**src/rtl/rmii_pkg.sv**
```systemverilog
// Shared types and constants for the RMII transmit arbiter.
// The state list and RMII preamble/SFD constants live here so the top and the bench agree on them.
package rmii_pkg;

    typedef enum logic [2:0] {
        IDLE  = 3'd0,
        PRE   = 3'd1,
        DATA  = 3'd2,
        PAD   = 3'd3,
        DRAIN = 3'd4,
        IFG   = 3'd5
    } state_t;

    localparam logic [1:0] PRE_DIBIT      = 2'b01;
    localparam logic [1:0] SFD_DIBIT      = 2'b11;
    localparam int         PRE_DIBITS     = 32;
    localparam int         DEF_MIN_BYTES  = 60;
    localparam int         DEF_IFG_DIBITS = 48;

    // A tie goes to the side the priority bit points at (0 -> requester 0).
    function automatic logic [1:0] rr_pick(input logic [1:0] req, input logic prio);
        if (req == 2'b11) begin
            return prio ? 2'b10 : 2'b01;
        end
        return req;
    endfunction

endpackage

```
**src/rtl/rmii_tx_arb_if.sv**
```systemverilog
// Per-requester byte stream handshake into the RMII transmit arbiter.
// The master drives valid/data/last, the slave (the arbiter) drives ready.
interface rmii_tx_arb_if;

    logic [1:0]  s_valid;
    logic [15:0] s_data;
    logic [1:0]  s_last;
    logic [1:0]  s_ready;

    modport master (
        output s_valid,
        output s_data,
        output s_last,
        input  s_ready
    );

    modport slave (
        input  s_valid,
        input  s_data,
        input  s_last,
        output s_ready
    );

endinterface

```
**src/rtl/rmii_rr_arb.sv**
```systemverilog
// Two-way round-robin arbiter: combinational one-hot grant, pointer moves on the advance strobe.
// After reset a tie is resolved in favour of requester 0.
module rmii_rr_arb
    import rmii_pkg::*;
(
    input  logic       clk,
    input  logic       rst_l,
    input  logic [1:0] i_req,
    input  logic       i_adv,
    output logic [1:0] o_gnt
);

    logic r_prio;

    assign o_gnt = rr_pick(i_req, r_prio);

    // Serving requester 0 hands the next tie to requester 1, and vice versa.
    always_ff @(posedge clk) begin
        if (!rst_l) begin
            r_prio <= 1'b0;
        end else if (i_adv && (|o_gnt)) begin
            r_prio <= o_gnt[0];
        end
    end

endmodule

```
**src/rtl/rmii_tx_arb.sv**
```systemverilog
// RMII transmit arbiter: picks one of two byte streams per frame, sends preamble/SFD, data dibits, then IFG.
// Define RMII_TX_ARB_PAD_EN to zero-pad short frames up to MIN_BYTES.
module rmii_tx_arb
    import rmii_pkg::*;
#(
    parameter int IFG_DIBITS = DEF_IFG_DIBITS,
    parameter int MIN_BYTES  = DEF_MIN_BYTES
) (
    input  logic         rmii_refclk,
    input  logic         rst_l,
    rmii_tx_arb_if.slave s_if,
    output logic [1:0]   rmii_txd,
    output logic         rmii_tx_en,
    output logic [1:0]   grant,
    output logic         busy,
    output logic         underrun
);

`ifdef RMII_TX_ARB_PAD_EN
    localparam bit PAD_ON = 1'b1;
`else
    localparam bit PAD_ON = 1'b0;
`endif
    localparam int CNT_MAX = (IFG_DIBITS > PRE_DIBITS) ? IFG_DIBITS : PRE_DIBITS;
    localparam int CW      = $clog2(CNT_MAX + 1);

    state_t      r_state;
    logic [CW-1:0] r_cnt;
    logic [1:0]  r_dib;
    logic [5:0]  r_shift;
    logic        r_last;
    logic [10:0] r_bytes;
    logic [1:0]  r_grant;
    logic [1:0]  r_txd;
    logic        r_tx_en;
    logic        r_underrun;

    logic [1:0]  w_arb_gnt;
    logic        w_arb_adv;
    logic        w_slot;
    logic        w_gv;
    logic        w_gl;
    logic [7:0]  w_gd;
    logic [10:0] w_bytes_inc;
    logic        w_short;
`ifdef RMII_TX_ARB_PAD_EN
    logic        w_pad_done;
`endif

    rmii_rr_arb u_arb (
        .clk   (rmii_refclk),
        .rst_l (rst_l),
        .i_req (s_if.s_valid),
        .i_adv (w_arb_adv),
        .o_gnt (w_arb_gnt)
    );

    // A byte slot is the SFD cycle or the final dibit of a non-last data byte.
    assign w_slot = ((r_state == PRE) && (r_cnt == CW'(PRE_DIBITS - 1)))
                 || ((r_state == DATA) && (r_dib == 2'd3) && !r_last);

    assign s_if.s_ready = (w_slot || (r_state == DRAIN)) ? r_grant : 2'b00;

    assign w_arb_adv   = (r_state == IDLE) && (|s_if.s_valid);
    assign w_gv        = |(s_if.s_valid & r_grant);
    assign w_gl        = |(s_if.s_last & r_grant);
    assign w_gd        = r_grant[1] ? s_if.s_data[15:8] : s_if.s_data[7:0];
    assign w_bytes_inc = (r_bytes == 11'h7FF) ? r_bytes : r_bytes + 11'd1;
    assign w_short     = PAD_ON && (r_bytes < 11'(MIN_BYTES));
`ifdef RMII_TX_ARB_PAD_EN
    assign w_pad_done  = (r_bytes >= 11'(MIN_BYTES - 1));
`endif

    assign rmii_txd   = r_txd;
    assign rmii_tx_en = r_tx_en;
    assign grant      = r_grant;
    assign busy       = (r_state != IDLE);
    assign underrun   = r_underrun;

    always_ff @(posedge rmii_refclk) begin
        if (!rst_l) begin
            r_state    <= IDLE;
            r_cnt      <= '0;
            r_dib      <= 2'd0;
            r_shift    <= 6'd0;
            r_last     <= 1'b0;
            r_bytes    <= 11'd0;
            r_grant    <= 2'b00;
            r_txd      <= 2'b00;
            r_tx_en    <= 1'b0;
            r_underrun <= 1'b0;
        end else begin
            r_underrun <= 1'b0;
            if (w_slot) begin
                if (w_gv) begin
                    r_state <= DATA;
                    r_dib   <= 2'd0;
                    r_txd   <= w_gd[1:0];
                    r_shift <= w_gd[7:2];
                    r_last  <= w_gl;
                    r_bytes <= w_bytes_inc;
                end else begin
                    r_state    <= DRAIN;
                    r_tx_en    <= 1'b0;
                    r_txd      <= 2'b00;
                    r_underrun <= 1'b1;
                end
            end else begin
                case (r_state)
                    IDLE: begin
                        if (|s_if.s_valid) begin
                            r_state <= PRE;
                            r_grant <= w_arb_gnt;
                            r_cnt   <= '0;
                            r_bytes <= 11'd0;
                            r_tx_en <= 1'b1;
                            r_txd   <= PRE_DIBIT;
                        end
                    end
                    PRE: begin
                        r_cnt <= r_cnt + CW'(1);
                        if (r_cnt == CW'(PRE_DIBITS - 2)) begin
                            r_txd <= SFD_DIBIT;
                        end
                    end
                    DATA: begin
                        if (r_dib != 2'd3) begin
                            r_dib   <= r_dib + 2'd1;
                            r_txd   <= r_shift[1:0];
                            r_shift <= {2'b00, r_shift[5:2]};
                        end else if (w_short) begin
                            r_state <= PAD;
                            r_dib   <= 2'd0;
                            r_txd   <= 2'b00;
                        end else begin
                            r_state <= IFG;
                            r_cnt   <= '0;
                            r_tx_en <= 1'b0;
                            r_txd   <= 2'b00;
                            r_grant <= 2'b00;
                        end
                    end
`ifdef RMII_TX_ARB_PAD_EN
                    PAD: begin
                        r_dib <= r_dib + 2'd1;
                        if (r_dib == 2'd3) begin
                            r_bytes <= w_bytes_inc;
                            if (w_pad_done) begin
                                r_state <= IFG;
                                r_cnt   <= '0;
                                r_tx_en <= 1'b0;
                                r_grant <= 2'b00;
                            end
                        end
                    end
`endif
                    DRAIN: begin
                        if (w_gv && w_gl) begin
                            r_state <= IFG;
                            r_cnt   <= '0;
                            r_grant <= 2'b00;
                        end
                    end
                    IFG: begin
                        if (r_cnt == CW'(IFG_DIBITS - 1)) begin
                            r_state <= IDLE;
                        end else begin
                            r_cnt <= r_cnt + CW'(1);
                        end
                    end
                    default: begin
                        r_state <= IDLE;
                        r_tx_en <= 1'b0;
                        r_txd   <= 2'b00;
                        r_grant <= 2'b00;
                    end
                endcase
            end
        end
    end

endmodule

```
**src/flat_wrapper.sv**
```systemverilog
// flat-port wrapper written by rule: the top's interface ports become plain ports
module rmii_tx_arb_flat import rmii_pkg::*;
#(
    parameter int IFG_DIBITS = DEF_IFG_DIBITS,
    parameter int MIN_BYTES  = DEF_MIN_BYTES
)
  (rmii_refclk, rst_l, rmii_txd, rmii_tx_en, grant, busy, underrun, s_if_s_valid, s_if_s_data, s_if_s_last, s_if_s_ready);
  rmii_tx_arb_if s_if_i ();
  input  logic rmii_refclk;
  input  logic rst_l;
  output logic [1:0] rmii_txd;
  output logic rmii_tx_en;
  output logic [1:0] grant;
  output logic busy;
  output logic underrun;
  input wire logic [$bits(s_if_i.s_valid)-1:0] s_if_s_valid;
  input wire logic [$bits(s_if_i.s_data)-1:0] s_if_s_data;
  input wire logic [$bits(s_if_i.s_last)-1:0] s_if_s_last;
  output wire logic [$bits(s_if_i.s_ready)-1:0] s_if_s_ready;
  assign s_if_i.s_valid = s_if_s_valid;
  assign s_if_i.s_data = s_if_s_data;
  assign s_if_i.s_last = s_if_s_last;
  assign s_if_s_ready = s_if_i.s_ready;
  rmii_tx_arb #(.IFG_DIBITS(IFG_DIBITS), .MIN_BYTES(MIN_BYTES)) u_core (.rmii_refclk(rmii_refclk), .rst_l(rst_l), .s_if(s_if_i), .rmii_txd(rmii_txd), .rmii_tx_en(rmii_tx_en), .grant(grant), .busy(busy), .underrun(underrun));
endmodule
```
**config.mk**
```make
export PLATFORM = sky130hd
export DESIGN_NAME = rmii_tx_arb_flat
export DESIGN_NICKNAME = d
export VERILOG_FILES = /design/src/rtl/rmii_pkg.sv /design/src/rtl/rmii_tx_arb_if.sv /design/src/rtl/rmii_rr_arb.sv /design/src/rtl/rmii_tx_arb.sv /design/src/flat_wrapper.sv
export SDC_FILE = /design/constraint.sdc
export NUM_CORES = 1
export LEC_CHECK = 0
export BUFFER_PORTS_ARGS = -buffer_cell sky130_fd_sc_hd__buf_2
export CORE_MARGIN = 2
export CORE_UTILIZATION = 54
export DETAILED_ROUTE_END_ITERATION = 10
export PLACE_DENSITY = 0.79
export SYNTH_ARGS = -nofsm -noshare
export SYNTH_HDL_FRONTEND = slang
export SYNTH_HIERARCHICAL = 1
export SYNTH_SLANG_ARGS = --single-unit
export TNS_END_PERCENT = 50
```
**constraint.sdc**
```tcl
create_clock -name rmii_refclk -period 2.65 [get_ports rmii_refclk]
set_input_delay 0.53 -clock rmii_refclk [delete_from_list [all_inputs] [get_ports rmii_refclk]]
set_output_delay 0.53 -clock rmii_refclk [all_outputs]
set_load 0.05 [all_outputs]
```
==> impl_summary.log <==
[metrics] result of the run: completed
[metrics] I/O pins: 31
[metrics] part of the Yosys area used for sequential elements: between 30% and 40%
[metrics] transition time at the pin with the least slew margin: 0.668 ns
[metrics] depth of the worst register-to-register path: 6
[metrics] number of endpoints with negative hold slack in the final report: 0
[metrics] Final Cycle Share: around 96%
[metrics] library cell with the largest summed area after synthesis: dfxtp_1
[metrics] register share of total power: a little over half
[metrics] combined global-route utilization of all metal layers: between 20% and 30%
[metrics] Switching Fraction: 34.4%
[metrics] 1st-pass router iterations: 4
[metrics] overall via count from detail_route: roughly 1.5k
[metrics] sort of element at the start of the critical path: register
[metrics] y dimension of the die: ~57 um
[metrics] synthesis warning total: 6
[metrics] number of slew-limit violations in the final report: 0
[metrics] internal portion of total power: between 500 and 600 uW
[metrics] number of storage elements in the synthesis netlist: 25
[metrics] Total Die Area: between 3000 and 4000 um^2
[metrics] number of unique standard cell types used by synthesis: 49
[metrics] top cell types by occurrence after synthesis: dfxtp_1 (25), nor2_1 (22), nand2_1 (19)
[metrics] Design Power: 791 uW
[metrics] Worst Path Required: roughly 2.1 ns
[metrics] initial antenna violation count: 0
[metrics] number of hold-repair buffers added at the cts stage: 0
[metrics] category of cells accounting for the largest share of critical-path delay: compound AO/OA/AOI/OAI gates
[metrics] worst stage delay on the critical path: a little over 0.4 ns
[metrics] netlist area before placement: 1530 um^2
[metrics] Avg Vias per Cell: slightly above 6
[metrics] Worst R2R End: u_core/r_state[2]
[metrics] share of post-route cells with drive strength above 1: 23.3%
[metrics] Avg Synthesized Cell Area: 8.25 um^2
[metrics] clock buffers created by TritonCTS: 3
[metrics] setup-violating endpoint count in the final report: 0
[metrics] count of flip-flops with a built-in enable after synthesis: 0
[metrics] library cell with the highest instance count after synthesis: dfxtp_1
[metrics] count of buffers from port buffering: 30
[metrics] leakage power total: around 0.00065 uW
[metrics] Cells after Synth: between 150 and 200
[metrics] ranking of synthesized cells by area: dfxtp_1 (33%), mux2i_1 (5.9%), nor2_1 (5.4%)
[metrics] end point of the critical path: s_if_s_ready[0]
[metrics] unrepaired setup endpoints after global routing: false
[metrics] worst max-slew margin expressed relative to the limit: between 50% and 60%
[metrics] VDD IR max: 332 uV
[metrics] number of global-route vias before repair: roughly 1.5k
[metrics] combinational share of power: 24.1%
[metrics] Buf/Inv on CP: 1
[metrics] standard-cell rows: 19
[metrics] sum of negative setup slack: 0 ns
[metrics] time the final worst path needs with I/O delays and setup: approximately 2.5 ns
[metrics] Worst path slowest cell: dfxtp_2
[metrics] Clock Tree Buf Depth: 2
[metrics] crit path cell chain: ha_1 > nand2_2 > o32ai_4 > a21oi_1 > nor2b_1 > buf_2
[metrics] Root Buffer: clkbuf_4
[metrics] HPWL reported at the end of detailed placement: 2780 um
[metrics] dominant synthesized flop cell: dfxtp_1
[metrics] clock tree skew after final layout: 0.0109 ns
[metrics] switching power total: ~270 uW
[metrics] Arr. time, crit path: a little over 2 ns
[metrics] highest clock rate: between 300 and 400 MHz
[metrics] P per Cell Area: ~450 nW/um^2
[metrics] global-route wire length before repair: between 6000 and 7000 um
[metrics] launch point of the critical path: u_core/r_cnt[0]
[metrics] worst reg2reg startpoint: u_core/r_state[0]
[metrics] Min-Delay Path Class: reg2reg
[metrics] kind of end point of the critical path: output pin
[metrics] Die X: 57.2 um
[metrics] Clk Latency, worst-skew pair: between 0.3 and 0.4 ns
[metrics] largest net degree at the start of global routing: 17
[metrics] post-route DRC violation count: 0
[metrics] clock transition at the registers of the reported paths: roughly 0.16 ns
[metrics] count of antenna-violating nets left after detailed routing: 0
[metrics] depth of the critical timing path with buffers and inverters included: 6
[metrics] Clk pwr share: a little under a quarter
[metrics] n_diodes: 0
[metrics] starting density of the core: between 50% and 60%
[metrics] worst reg2reg setup slack: roughly 0.32 ns
[metrics] post-detailed-routing wire length: roughly 3900 um
[metrics] Num Clock Sinks: 25
[metrics] proportion of netlist area held by the largest area contributor: between 30% and 40%
[metrics] gr ovfl total: 0
[metrics] CTS tree: built
[metrics] pre-CTS setup slack: between 0.3 and 0.4 ns
[metrics] number of nets in the final layout: approximately 240
[metrics] path type of the worst setup path: reg2out
[metrics] fraction of registers with async set or reset after synthesis: 0%
[metrics] detail-routed net length per standard cell: around 16 um
[metrics] post-layout worst setup margin: around 0.10 ns
[metrics] final estimated routing congestion in global placement: about 0.89
[metrics] Max Fanout on Critical Path: 6
[metrics] max-cap violation count: 0
[metrics] DRC violation total after the first TritonRoute iteration: 80
[metrics] signed area change from the synthesized netlist to the final layout: 15.3%
[metrics] Post-Synthesis Net Count: 210
[metrics] total number of H-tree levels: 1
[metrics] standard cell core area: 2710 um^2
registers in the layout, summed over array words and instances (netlist names):
| name | count |
|---|---|
| u_core/r_dib | 2 |
| u_core/underrun | 1 |
| u_core/grant | 2 |
| u_core/r_state | 3 |
| u_core/rmii_tx_en | 1 |
| u_core/rmii_txd | 2 |
| u_core/u_arb/r_prio | 1 |
| u_core/r_shift | 6 |
| u_core/r_cnt | 6 |
| u_core/r_last | 1 |
final cells by class:
| cell class | count | area [um^2] |
|---|---|---|
| Sequential cell | 25 | 503 |
| Fill cell | 243 | 950 |
| Inverter | 6 | 22.5 |
| Multi-Input combinational cell | 144 | 968 |
| Timing Repair Buffer | 36 | 198 |
| Clock buffer | 3 | 22.5 |
| Clock inverter | 1 | 7.51 |
| Tap cell | 31 | 38.8 |
metrics by stage:
stage | hold WS [ns] | cells | instance area, um^2 | utilization (%)
6_report | 0.465 | 246 | 1760 | 65.0
5_1_grt | 0.490 | 246 | 1760 | 65.0
4_1_cts | 0.465 | 244 | 1740 | 64.1
3_5_place_dp | 0.447 | 240 | 1700 | 62.6
3_3_place_gp | 0.439 | 240 | 1700 | 62.6
2_1_floorplan | 0.429 | 185 | 1530 | -
how the worst min path moves through the flow:
stage / startpoint / end / slack [ns] / cells after the start
floorplan: u_core/r_shift[0] / u_core/r_shift[0] / 0.43 / 2
global placement: u_core/r_shift[2] / u_core/r_shift[2] / 0.44 / 2
detailed placement: u_core/rmii_txd[0] / u_core/rmii_txd[0] / 0.45 / 2
CTS: u_core/r_shift[0] / u_core/r_shift[0] / 0.46 / 2
global route: u_core/rmii_txd[1] / u_core/rmii_txd[1] / 0.49 / 2
finish: u_core/r_shift[0] / u_core/r_shift[0] / 0.47 / 2
kinds of logic after synthesis:
logic type,Yosys count,synth area share [%]
fa+ha+maj,3,2.46
flops,25,32.8
simple gates,74,24.3
mux,9,5.90
buf+inv,16,4.67
compound gates,58,29.9
worst reg2reg max path: stages, from the launching register on:
cell	delay, ns
dfxtp_1	0.59
nand4bb_1	0.30
o32ai_4	0.16
buf_4	0.17
a221oi_1	0.46
nand2_1	0.22
o311a_1	0.33
cell usage in the layout, fill, tap and decap left out, types with 2 or more instances in the layout:
cell type	n
nand2_1	18
dfxtp_2	2
a21boi_0	3
buf_4	6
nor2b_1	3
a211oi_1	5
o31a_1	2
o2bb2ai_1	2
a22oi_1	2
o221a_2	2
o21bai_1	2
o21ai_0	6
a2111oi_0	2
dfxtp_1	23
nand3_1	5
a22o_1	2
inv_1	6
ha_1	3
a211o_1	5
nor2_1	22
nor3_1	13
buf_2	29
mux2i_1	9
and3_1	3
clkbuf_4	4
a21oi_1	11
power by group through the flow:
stage / combinational (uW) / sequential [uW] / clock, uW
2_1_floorplan: 112 / 439 / 0
3_3_place_gp: 181 / 421 / 0
3_5_place_dp: 186 / 422 / 0
4_1_cts: 188 / 414 / 184
5_1_grt: 206 / 418 / 202
6_report: 191 / 416 / 184
metal layers:
layer / track usage [%] / wire (um) / up-vias
li1: - / - / 750
met1: 28.9 / 1650 / 722
met2: 43.3 / 2080 / 35
met3: 2.04 / 129 / 10
met4: 11.6 / 82 / 0
met5: 0 / 0 / -
what timing repair did:
action | 4_1_cts | 5_1_grt
pin swaps | 0 | 1
setup buffers | 0 | 2
gates cloned | 0 | 0
resized for setup | 1 | 4
setup endpoints to repair | 2 | 2
(Power assumes the default switching activity.)
